`config.mk`:
```
export PLATFORM = sky130hd
export DESIGN_NAME = fixed_to_float
export DESIGN_NICKNAME = d
export VERILOG_FILES = /design/src/rtl/fixed_to_float.sv
export SDC_FILE = /design/constraint.sdc
export NUM_CORES = 1
export LEC_CHECK = 0
export ABC_AREA = 1
export CORE_MARGIN = 4
export CORE_UTILIZATION = 50
export DETAILED_ROUTE_END_ITERATION = 6
export GPL_ROUTABILITY_DRIVEN = 0
export PLACE_DENSITY_LB_ADDON = 0.25
export SYNTH_ARGS = -nofsm -noshare
export SYNTH_HDL_FRONTEND = slang
export SYNTH_SLANG_ARGS = --single-unit
```
`constraint.sdc`:
```
create_clock -name clock -period 5.19 [get_ports clock]
set_input_delay 0.519 -clock clock [delete_from_list [all_inputs] [get_ports clock]]
set_output_delay 0.519 -clock clock [all_outputs]
set_load 0.01 [all_outputs]
```
`src/rtl/fixed_to_float.sv`:
```
// rtl/fixed_to_float.sv - signed fixed-point to 16-bit float {sign, exp+16, mant}, 3-stage valid/ready pipeline; FTF_ROUND_NEAREST_EN selects round-to-nearest-even
module fixed_to_float #(
  parameter int WIDTH = 24,
  parameter int FRAC  = 8
) (
  input  logic             clock,
  input  logic             rst_n,
  input  logic             in_valid,
  output logic             in_ready,
  input  logic [WIDTH-1:0] in_data,
  output logic             out_valid,
  input  logic             out_ready,
  output logic [15:0]      out_data,
  output logic             out_zero,
  output logic             out_ovf,
  output logic             out_unf
);

  // Exponent is p - FRAC + 16; the constant part is folded here.
  localparam logic signed [7:0] EXP_OFS = 8'(16 - FRAC);
  // Left-aligned magnitude padded below so mant, guard and sticky always exist.
  localparam int EW = WIDTH + 11;

  logic             s1_valid_q, s1_valid_d;
  logic             s1_sign_q, s1_sign_d;
  logic             s1_zero_q, s1_zero_d;
  logic [WIDTH-1:0] s1_abs_q, s1_abs_d;

  logic             s2_valid_q, s2_valid_d;
  logic             s2_sign_q, s2_sign_d;
  logic             s2_zero_q, s2_zero_d;
  logic [5:0]       s2_p_q, s2_p_d;
  logic [9:0]       s2_mant_q, s2_mant_d;
  logic             s2_round_q, s2_round_d;

  logic             s3_valid_q, s3_valid_d;
  logic [15:0]      s3_data_q, s3_data_d;
  logic             s3_zero_q, s3_zero_d;
  logic             s3_ovf_q, s3_ovf_d;
  logic             s3_unf_q, s3_unf_d;

  logic             s3_ready, s2_moves, s1_moves;
  logic [5:0]       shamt;
  logic [WIDTH-1:0] norm;
  logic [EW-1:0]    ext;
  logic signed [7:0] e;
  logic [10:0]      m11;

  // Stage handshakes: a stage may load when empty or when it empties this cycle.
  always_comb begin
    s3_ready = !s3_valid_q || out_ready;
    s2_moves = s2_valid_q && s3_ready;
    s1_moves = s1_valid_q && (!s2_valid_q || s2_moves);
    in_ready = !s1_valid_q || s1_moves;
  end

  // S1: capture sign, magnitude and zero flag of the accepted sample.
  always_comb begin
    s1_valid_d = in_ready ? in_valid : s1_valid_q;
    s1_sign_d  = s1_sign_q;
    s1_zero_d  = s1_zero_q;
    s1_abs_d   = s1_abs_q;
    if (in_valid && in_ready) begin
      s1_sign_d = in_data[WIDTH-1];
      s1_abs_d  = in_data[WIDTH-1] ? -in_data : in_data;
      s1_zero_d = (in_data == '0);
    end
  end

  // S2: find the leading one, normalise, and precompute the rounding increment.
  always_comb begin
    s2_p_d = '0;
    for (int i = 0; i < WIDTH; i++) begin
      if (s1_abs_q[i]) s2_p_d = 6'(i);
    end
    shamt     = 6'(WIDTH - 1) - s2_p_d;
    norm      = s1_abs_q << shamt;
    ext       = {norm, 11'b0};
    s2_mant_d = 10'(ext >> (WIDTH + 1));
`ifdef FTF_ROUND_NEAREST_EN
    s2_round_d = ext[WIDTH] && ((|ext[WIDTH-1:0]) || s2_mant_d[0]);
`else
    s2_round_d = 1'b0;
`endif
    s2_valid_d = s1_moves || (s2_valid_q && !s2_moves);
    s2_sign_d  = s1_sign_q;
    s2_zero_d  = s1_zero_q;
    if (!s1_moves) begin
      s2_p_d     = s2_p_q;
      s2_mant_d  = s2_mant_q;
      s2_round_d = s2_round_q;
      s2_sign_d  = s2_sign_q;
      s2_zero_d  = s2_zero_q;
    end
  end

  // S3: apply rounding carry, then classify into zero / saturate / flush / normal.
  always_comb begin
    e   = $signed({2'b00, s2_p_q}) + EXP_OFS;
    m11 = {1'b0, s2_mant_q} + {10'b0, s2_round_q};
    if (m11[10]) begin
      m11 = 11'd512;
      e   = e + 8'sd1;
    end
    s3_valid_d = s3_ready ? s2_valid_q : s3_valid_q;
    s3_data_d  = s3_data_q;
    s3_zero_d  = s3_zero_q;
    s3_ovf_d   = s3_ovf_q;
    s3_unf_d   = s3_unf_q;
    if (s2_moves) begin
      s3_zero_d = 1'b0;
      s3_ovf_d  = 1'b0;
      s3_unf_d  = 1'b0;
      if (s2_zero_q) begin
        s3_data_d = 16'h0000;
        s3_zero_d = 1'b1;
      end else if (e > 8'sd31) begin
        s3_data_d = {s2_sign_q, 5'd31, 10'h3FF};
        s3_ovf_d  = 1'b1;
      end else if (e < 8'sd0) begin
        s3_data_d = 16'h0000;
        s3_zero_d = 1'b1;
        s3_unf_d  = 1'b1;
      end else begin
        s3_data_d = {s2_sign_q, e[4:0], m11[9:0]};
      end
    end
  end

  // Pipeline registers; reset empties every stage and clears the output word.
  always_ff @(posedge clock or negedge rst_n) begin
    if (!rst_n) begin
      s1_valid_q <= 1'b0;
      s1_sign_q  <= 1'b0;
      s1_zero_q  <= 1'b0;
      s1_abs_q   <= '0;
      s2_valid_q <= 1'b0;
      s2_sign_q  <= 1'b0;
      s2_zero_q  <= 1'b0;
      s2_p_q     <= '0;
      s2_mant_q  <= '0;
      s2_round_q <= 1'b0;
      s3_valid_q <= 1'b0;
      s3_data_q  <= 16'h0000;
      s3_zero_q  <= 1'b0;
      s3_ovf_q   <= 1'b0;
      s3_unf_q   <= 1'b0;
    end else begin
      s1_valid_q <= s1_valid_d;
      s1_sign_q  <= s1_sign_d;
      s1_zero_q  <= s1_zero_d;
      s1_abs_q   <= s1_abs_d;
      s2_valid_q <= s2_valid_d;
      s2_sign_q  <= s2_sign_d;
      s2_zero_q  <= s2_zero_d;
      s2_p_q     <= s2_p_d;
      s2_mant_q  <= s2_mant_d;
      s2_round_q <= s2_round_d;
      s3_valid_q <= s3_valid_d;
      s3_data_q  <= s3_data_d;
      s3_zero_q  <= s3_zero_d;
      s3_ovf_q   <= s3_ovf_d;
      s3_unf_q   <= s3_unf_d;
    end
  end

  assign out_valid = s3_valid_q;
  assign out_data  = s3_data_q;
  assign out_zero  = s3_zero_q;
  assign out_ovf   = s3_ovf_q;
  assign out_unf   = s3_unf_q;

endmodule
```
== Yosys cells after proc, flatten, opt, wreduce, memory -nomap -nowiden ==
Cells that the tools add are included.
W data, S select, Z words.

* $add $sub $neg: 3
* Order comparisons: 2
* Shifts and indexed selects: 1
* Mux-type cells: 33
* Reductions and logical operators: 13

{| class="wikitable"
|+ Operator list
! operator !! number
|-
| $mux W6 || 22
|-
| $mux W16 || 3
|-
| $logic_not A24 Y1 || 1
|-
| $mux W24 || 1
|-
| $neg A24 Y24 || 1
|-
| $shl A24 B6 Y24 || 1
|-
| $add A6 B4 Y7 const B || 1
|-
| $gt A7 B5 Y1 const B || 1
|-
| $lt A7 B1 Y1 const B || 1
|-
| $mux W1 || 7
|-
| $sub A5 B6 Y6 const A || 1
|-
| $logic_and A1 B1 Y1 || 4
|-
| $logic_not A1 Y1 || 4
|-
| $logic_or A1 B1 Y1 || 4
|}

* Register bits: 66
* Input bits: 28
* Output and inout bits: 21
* Logic and storage cells: 66

== Logic depth before layout (Yosys ltp) ==
Gate-level depths: netlist of the first run.

* Depth in word-level cells: 25
* Mapped depth: 32
* Mapped depth without buffers: 31

== Least setup slack after synthesis of the first run ==
OpenSTA, ideal clock, no wires.

* Path kind: reg-to-reg
* From: register s1_abs_q[23]
* To: register s2_mant_q[9]
* Setup time: 0.119 ns
* Data arrival time: 2.232 ns
* Data required time: 5.071 ns
* Setup slack: 2.839 ns
* Cell stages (with the launch flop): 19
* Path buffers: 2
* Period minus slack after synthesis: 2.351 ns
* Cells stage by stage: dfrtp_1 nor2_1 inv_2 nand2_1 nand2_1 nor2_1 nand2_1 inv_1 nand2_1 inv_1 buf_2 ha_1 buf_2 inv_1 nor2_1 inv_1 a21oi_1 a21oi_1 nand2_1

* Cells in the longest elaborated chain, start to end: 3

{| class="wikitable"
|+ RTL lines
! element !! line !! text
|-
| start: declaration || 27 || <nowiki>logic [WIDTH-1:0] s1_abs_q, s1_abs_d;</nowiki>
|-
| start signal: assignment || 152 || <nowiki>s1_abs_q <= s1_abs_d;</nowiki>
|-
| $mux W6 || 74 || <nowiki>if (s1_abs_q[i]) s2_p_d = 6'(i);</nowiki>
|-
| $sub A5 B6 Y6 || 76 || <nowiki>shamt = 6'(WIDTH - 1) - s2_p_d;</nowiki>
|-
| via shamt[3] || 43 || <nowiki>logic [5:0] shamt;</nowiki>
|-
| $shl A24 B6 Y24 || 77 || <nowiki>norm = s1_abs_q << shamt;</nowiki>
|-
| end signal: assignment || 157 || <nowiki>s2_mant_q <= s2_mant_d;</nowiki>
|-
| end: declaration || 33 || <nowiki>logic [9:0] s2_mant_q, s2_mant_d;</nowiki>
|}

The timed path passes the listed nets, and every way through them passes these cells.
A chain may end at the register's enable or synchronous reset.

== Worst setup path after layout of the first run ==
* From: register s1_abs_q[22]
* To: register s2_mant_q[5]

* Cells in the longest elaborated chain, start to end: 4

{| class="wikitable"
|+ RTL lines
! element !! line
|-
| $mux W6 (2 in a row) || 74
|-
| $sub A5 B6 Y6 || 76
|-
| $shl A24 B6 Y24 * || 77
|}

Every way passes the cells marked *; elsewhere a longest branch is shown, timed or not.

==> results of run 1 <==
-- cell usage in the layout, fill, tap and decap left out, types with 7 or more instances in the layout --
master / n
a21oi_1: 8
clkbuf_8: 10
clkdlybuf4s50_1: 46
dfrtp_1: 64
inv_1: 64
nand2_1: 198
nand3_1: 117
nor2_1: 34
nor3_1: 7
o21ai_0: 45
xnor2_1: 7
xor2_1: 14
-- final cells by class --
cell class / instances / area, µm²
multi-input cells: 472 / 2320
repair buffers: 49 / 480
clock buffers: 10 / 138
well taps: 105 / 131
inverters: 66 / 248
flip-flops and latches: 64 / 1600
fillers: 807 / 3290
clock inverters: 6 / 90.1
-- where the power goes --
group / internal [mW] / leakage, nW / total (mW) / switching, mW
Sequential: 0.650 / 0.786 / 0.752 / 0.101
Clock: 0.286 / 0.113 / 0.490 / 0.204
Combinational: 0.388 / 1.61 / 0.987 / 0.599
Total: 1.32 / 2.51 / 2.23 / 0.905
-- state kept, by name, summed over array words and instances (netlist names) --
| signal | flops |
|---|---|
| s1_abs_q | 24 |
| out_data | 16 |
| s2_mant_q | 10 |
| s2_p_q | 5 |
| out_ovf | 1 |
| out_valid | 1 |
| out_zero | 1 |
| s1_sign_q | 1 |
| s1_valid_q | 1 |
| s1_zero_q | 1 |
| s2_sign_q | 1 |
| s2_valid_q | 1 |
| s2_zero_q | 1 |
-- routing by layer --
metal  up-vias  GRT usage  share of wire
met5         -          0              0
met4         0     0.0684          0.016
met3        17     0.0394          0.059
met2       142      0.334           0.46
met1      1843      0.276           0.47
li1       2105          -              -
-- metrics by stage --
stage / power, mW / cell area, µm² / hold WS (ns) / worst slack, ns
6_report: 2.23 / 5000 / 0.323 / 2.02
5_1_grt: 2.41 / 5000 / 0.384 / 1.63
4_1_cts: 2.23 / 5000 / 0.352 / 2.06
3_5_place_dp: 1.74 / 4780 / 0.467 / 1.83
3_3_place_gp: 1.71 / 4780 / 0.463 / 1.87
2_1_floorplan: 1.44 / 4310 / 0.223 / 2.84
-- worst paths after layout --
kind	startpoint	cells past startpoint	slack, ns	end
max	s1_abs_q[22]$_DFFE_PN0P_	18	2.02	s2_mant_q[5]$_DFFE_PN0P_
min	rst_n	2	0.32	out_data[13]$_DFFE_PN0P_
max reg2reg	s1_abs_q[22]$_DFFE_PN0P_	18	2.02	s2_mant_q[5]$_DFFE_PN0P_
min reg2reg	out_ovf$_DFFE_PN0P_	2	0.48	out_ovf$_DFFE_PN0P_
max in group asynchronous	rst_n	2	4.34	s1_abs_q[8]$_DFFE_PN0P_
min in group clock	out_ovf$_DFFE_PN0P_	2	0.48	out_ovf$_DFFE_PN0P_
-- logic make-up (layout without fill, tap and decap cells) --
| logic type | Yosys count | count (layout) | share of synthesized area |
|---|---|---|---|
| AO/OA/AOI/OAI | 72 | 72 | 0.0991 |
| XOR/XNOR | 21 | 21 | 0.0427 |
| adder cells (fa/ha/maj) | 6 | 6 | 0.0174 |
| buffers and inverters | 92 | 131 | 0.0904 |
| flip-flops | 64 | 64 | 0.372 |
| other | 1 | 1 | 0.000871 |
| AND/OR/NAND/NOR | 372 | 372 | 0.378 |
==> flow_metrics.env, run 1 <==
export IMPL_path_buf_inv=6
export IMPL_cts_max_level=3
export IMPL_yosysMostFrequentCell="nand2_1"
export IMPL_status="finished clean"
export IMPL_layout_cells_non_filler=772
export IMPL_path_cells="inv_1 -> nor2_1 -> inv_2 -> nand2_1 -> nand2_1 -> nor2_1 -> nand2_1 -> inv_1 -> nand2_1 -> inv_1 -> ha_1 -> nor2_1 -> inv_1 -> nor2_1 -> inv_1 -> o21ai_0 -> nand2_1 -> nand2_1"
export IMPL_clkSinkCount=64
export IMPL_cts_resized=0
export IMPL_tightest_slew_ns=0.780
export IMPL_hold_buffers=0
export IMPL_vias=4107
export IMPL_drive_gt1_frac=0.0540
export IMPL_power_density_mw_per_mm2=445
export IMPL_die_y_um=101
export IMPL_area_growth_syn_to_layout_pct=16.2
export IMPL_ant_nets=0
export IMPL_synth_cells=628
export IMPL_clock_skew_final_ns=0.0115
export IMPL_ir_drop_mv=0.146
export IMPL_tns_ns=0
export IMPL_dr_first_iter_drc_count=347
export IMPL_cts_tree="done"
export IMPL_fin_util=0.603
export IMPL_cp_max_fo=25
export IMPL_post_drt_wl_per_cell_um=13.0
export IMPL_clk_latency_ns=0.35
export IMPL_first_pass_iters=5
export IMPL_crit_arrival_ns=3.45
export IMPL_setup_violations=0
export IMPL_cts_root_buffer="clkbuf_8"
export IMPL_syn_avg_cell_area_um2=6.86
export IMPL_end_kind="register"
export IMPL_via_per_inst=5.32
export IMPL_grt_start_max_net_pins=65
export IMPL_grt_pass1_vias=3838
export IMPL_nNetsFinal=696
export IMPL_ys_types=40
export IMPL_synth_seq_cells=64
export IMPL_die_area_mm2=0.0102
export IMPL_critPathMaxStageDelay_ns=0.43
export IMPL_antenna_found_initial=0
export IMPL_synth_edf_count=0
export IMPL_netlist_area_mm2=0.00431
export IMPL_initial_core_util=0.519
export IMPL_clk_pin_slew_ns=0.08
export IMPL_grt_use_total=0.206
export IMPL_io_pins=49
export IMPL_hold_violations=0
export IMPL_crit_top_cell="nand2_1"
export IMPL_postCtsSetupRepairBufs=0
export IMPL_post_dp_hpwl_mm=7.57
export IMPL_diodes=0
export IMPL_ys_flop_type="dfrtp_1"
export IMPL_yosysTopAreaCellShare=0.372
export IMPL_dieWidth_um=101
export IMPL_crit_slowest_cell="dfrtp_1"
export IMPL_synth_largest_area_cell="dfrtp_1"
export IMPL_rows=33
export IMPL_placed_cells=756
export IMPL_grt_pass1_wl_mm=17.1
export IMPL_ys_warn_count=0
export IMPL_io_buffers=47
export IMPL_relSlewSlack=0.478
export IMPL_synth_commonest_cells="nand2_1 (198), nand3_1 (117), dfrtp_1 (64), inv_1 (64), o21ai_0 (45)"
export IMPL_synth_seq_area_share=0.372
export IMPL_p_leak_nw=2.51
export IMPL_cap_viol_max_count=0
export IMPL_numCtsBuffers=9
export IMPL_grt_ovfl_total=0
export IMPL_crit_type="register to register"
export IMPL_synthTopCellsByArea="dfrtp_1 (37%), nand2_1 (17%), nand3_1 (14%)"
export IMPL_wirelength_mm=10.0
export IMPL_fin_crit_sh=0.611
export IMPL_required_ns=5.47
export IMPL_critical_path_top_delay_family="simple AND/OR/NAND/NOR gates"
export IMPL_drc=0
export IMPL_hp_class="input port to asynchronous set/reset pin"
export IMPL_synth_nets=662
export IMPL_clock_path_buffers=2
export IMPL_slew_violations=0
export IMPL_start_kind="register"
export IMPL_max_freq_mhz=315
export IMPL_coreArea_mm2=0.00830
export IMPL_min_period_ns=3.17
export IMPL_rsz0062_at_grt="no"
export IMPL_async_flop_share=1.00
Note: power is estimated with default switching activity, not from simulation.
==> run 2: changes to the inputs <==
Clock period 5.19 ns to 2.6 ns, I/O delays scaled along.
==> run 2 against run 1 <==
Net effect:
- worst setup slack worse by 2.0 ns
- non-clock buffer count up 25
- sequential power up 98%
- clock skew about the same
- register-to-register slack worse by 2.0 ns
- clock-buffer cell count up 1
- sequential share of layout area down 1.8 points
- largest power group unchanged
==> flow_metrics.env, run 2 (synthesis results as in run 1) <==
export IMPL_relSlewSlack=0.478
export IMPL_area_growth_syn_to_layout_pct=23.2
export IMPL_clk_pin_slew_ns=0.07
export IMPL_crit_type="register to register"
export IMPL_final_cell_mix="nand2_1 (184), nand3_1 (115), dfrtp_1 (64)"
export IMPL_grt_ovfl_total=0
export IMPL_largest_reg_flops=24
export IMPL_first_pass_iters=6
export IMPL_cts_tree="done"
export IMPL_clk_latency_ns=0.35
export IMPL_dr_first_iter_drc_count=458
export IMPL_grt_use_total=0.205
export IMPL_placed_cells=776
export IMPL_initial_core_util=0.519
export IMPL_die_y_um=101
export IMPL_power_density_mw_per_mm2=861
export IMPL_ant_nets=0
export IMPL_grt_start_max_net_pins=46
export IMPL_diodes=0
export IMPL_hold_violations=0
export IMPL_hp_class="register to register"
export IMPL_slew_violations=0
export IMPL_coreArea_mm2=0.00830
export IMPL_post_dp_hpwl_mm=7.73
export IMPL_grt_pass1_vias=3892
export IMPL_numCtsBuffers=9
export IMPL_wirelength_mm=10.6
export IMPL_antenna_found_initial=0
export IMPL_cts_root_buffer="clkbuf_8"
export IMPL_rows=33
export IMPL_crit_slowest_cell="dfrtp_1"
export IMPL_nNetsFinal=725
export IMPL_grt_pass1_wl_mm=17.2
export IMPL_cts_max_level=3
export IMPL_cap_viol_max_count=0
export IMPL_critPathMaxStageDelay_ns=0.40
export IMPL_drc=0
export IMPL_dieWidth_um=101
export IMPL_setup_violations=0
export IMPL_holdWs_ns=0.480
export IMPL_via_per_inst=5.43
export IMPL_end_kind="register"
export IMPL_status="finished clean"
export IMPL_io_buffers=47
export IMPL_tightest_slew_ns=0.780
export IMPL_required_ns=2.83
export IMPL_crit_top_cell="nand2_1"
export IMPL_start_kind="register"
export IMPL_min_period_ns=2.54
export IMPL_vias=4347
export IMPL_setup_slack_ns=0.0599
export IMPL_clock_skew_final_ns=0.0118
export IMPL_fin_crit_sh=0.977
export IMPL_clkSinkCount=64
export IMPL_top_register="s1_abs_q"
export IMPL_post_drt_wl_per_cell_um=13.2
export IMPL_p_leak_nw=2.65
export IMPL_die_area_mm2=0.0102
export IMPL_drive_gt1_frac=0.124
export IMPL_layout_cells_non_filler=801
export IMPL_ir_drop_mv=0.306
export IMPL_crit_arrival_ns=2.77
export IMPL_fillers=760
export IMPL_final_common_cell="nand2_1"
export IMPL_io_pins=49
export IMPL_clock_path_buffers=2
export IMPL_rsz0062_at_grt="yes"
export IMPL_max_freq_mhz=394
export IMPL_pre_cts_slack_ns=-0.0266
export IMPL_cp_max_fo=7
-- run 2: cell types whose count changed in the layout (fill, tap and decap cells not counted), sizes merged --
cell	previous run	this run
nand2	203	207
dlygate4sd3	0	1
bufinv	2	1
clkinv	1	3
inv	68	66
buf	3	27
clkbuf	10	11
-- run 2: worst paths after layout --
check                      depth (start not counted)  slack [ns]                        to                startpoint
max                                               30        0.06  s2_mant_q[6]$_DFFE_PN0P_   s1_abs_q[1]$_DFFE_PN0P_
min in group asynchronous                          2        0.50  out_data[13]$_DFFE_PN0P_                     rst_n
max in group asynchronous                          3        1.48  s1_abs_q[12]$_DFFE_PN0P_                     rst_n
min                                                2        0.48  s2_mant_q[4]$_DFFE_PN0P_  s2_mant_q[4]$_DFFE_PN0P_
max reg2reg                                       30        0.06  s2_mant_q[6]$_DFFE_PN0P_   s1_abs_q[1]$_DFFE_PN0P_
min reg2reg                                        2        0.48  s2_mant_q[4]$_DFFE_PN0P_  s2_mant_q[4]$_DFFE_PN0P_
-- run 2: layout make-up --
type | instances | area, µm² | area share
sequential | 64 | 1600 | 0.302
timing repair buffer | 74 | 683 | 0.129
tap | 105 | 131 | 0.0248
inverter | 66 | 248 | 0.0467
multi-input combinational | 476 | 2440 | 0.461
clock buffer | 11 | 141 | 0.0266
clock inverter | 5 | 56.3 | 0.0106
-- run 2: metrics by stage --
stage	cell area, µm²	utilization	setup TNS [ns]	power (mW)
after floorplan	4310	-	0	2.87
after global placement	4940	0.595	0	3.50
after detailed placement	4940	0.595	-0.0266	3.55
after CTS	5150	0.621	0	4.42
after global routing	5310	0.639	-1.32	4.94
final	5310	0.639	0	4.57
-- run 2: critical path, delay by kind of cell, from the launching register on --
family | cells | cell delay (ns)
and+or+nand+nor | 29 | 1.99
buffers and inverters | 1 | 0.04
DFF | 1 | 0.40
-- run 2: where the power goes --
group / switching [mW] / internal (mW) / leakage, nW
Clock: 0.392 / 0.467 / 0.0993
Sequential: 0.188 / 1.30 / 0.786
Combinational: 1.32 / 0.903 / 1.77
-- run 2: layer usage --
layer,track usage,wire (µm)
met1,0.273,4510
met2,0.342,5100
met3,0.0346,692
met4,0.0611,282
met5,0,0
-- run 2: timing repair --
item                                   in CTS  in global routing
cloned                                      0                  4
setup buffers                               0                  4
setup endpoints to repair                   4                 10
endpoints found under the hold margin      30                  0
resized for setup                           1                 27
hold buffers                                1                  0
pin swaps                                   0                  3
==> run 3: changes to the inputs <==
Settings changed: SLEW_MARGIN set to 10.
==> results of run 3 <==
Final layout, timing and power as in run 2 (identical DEF).
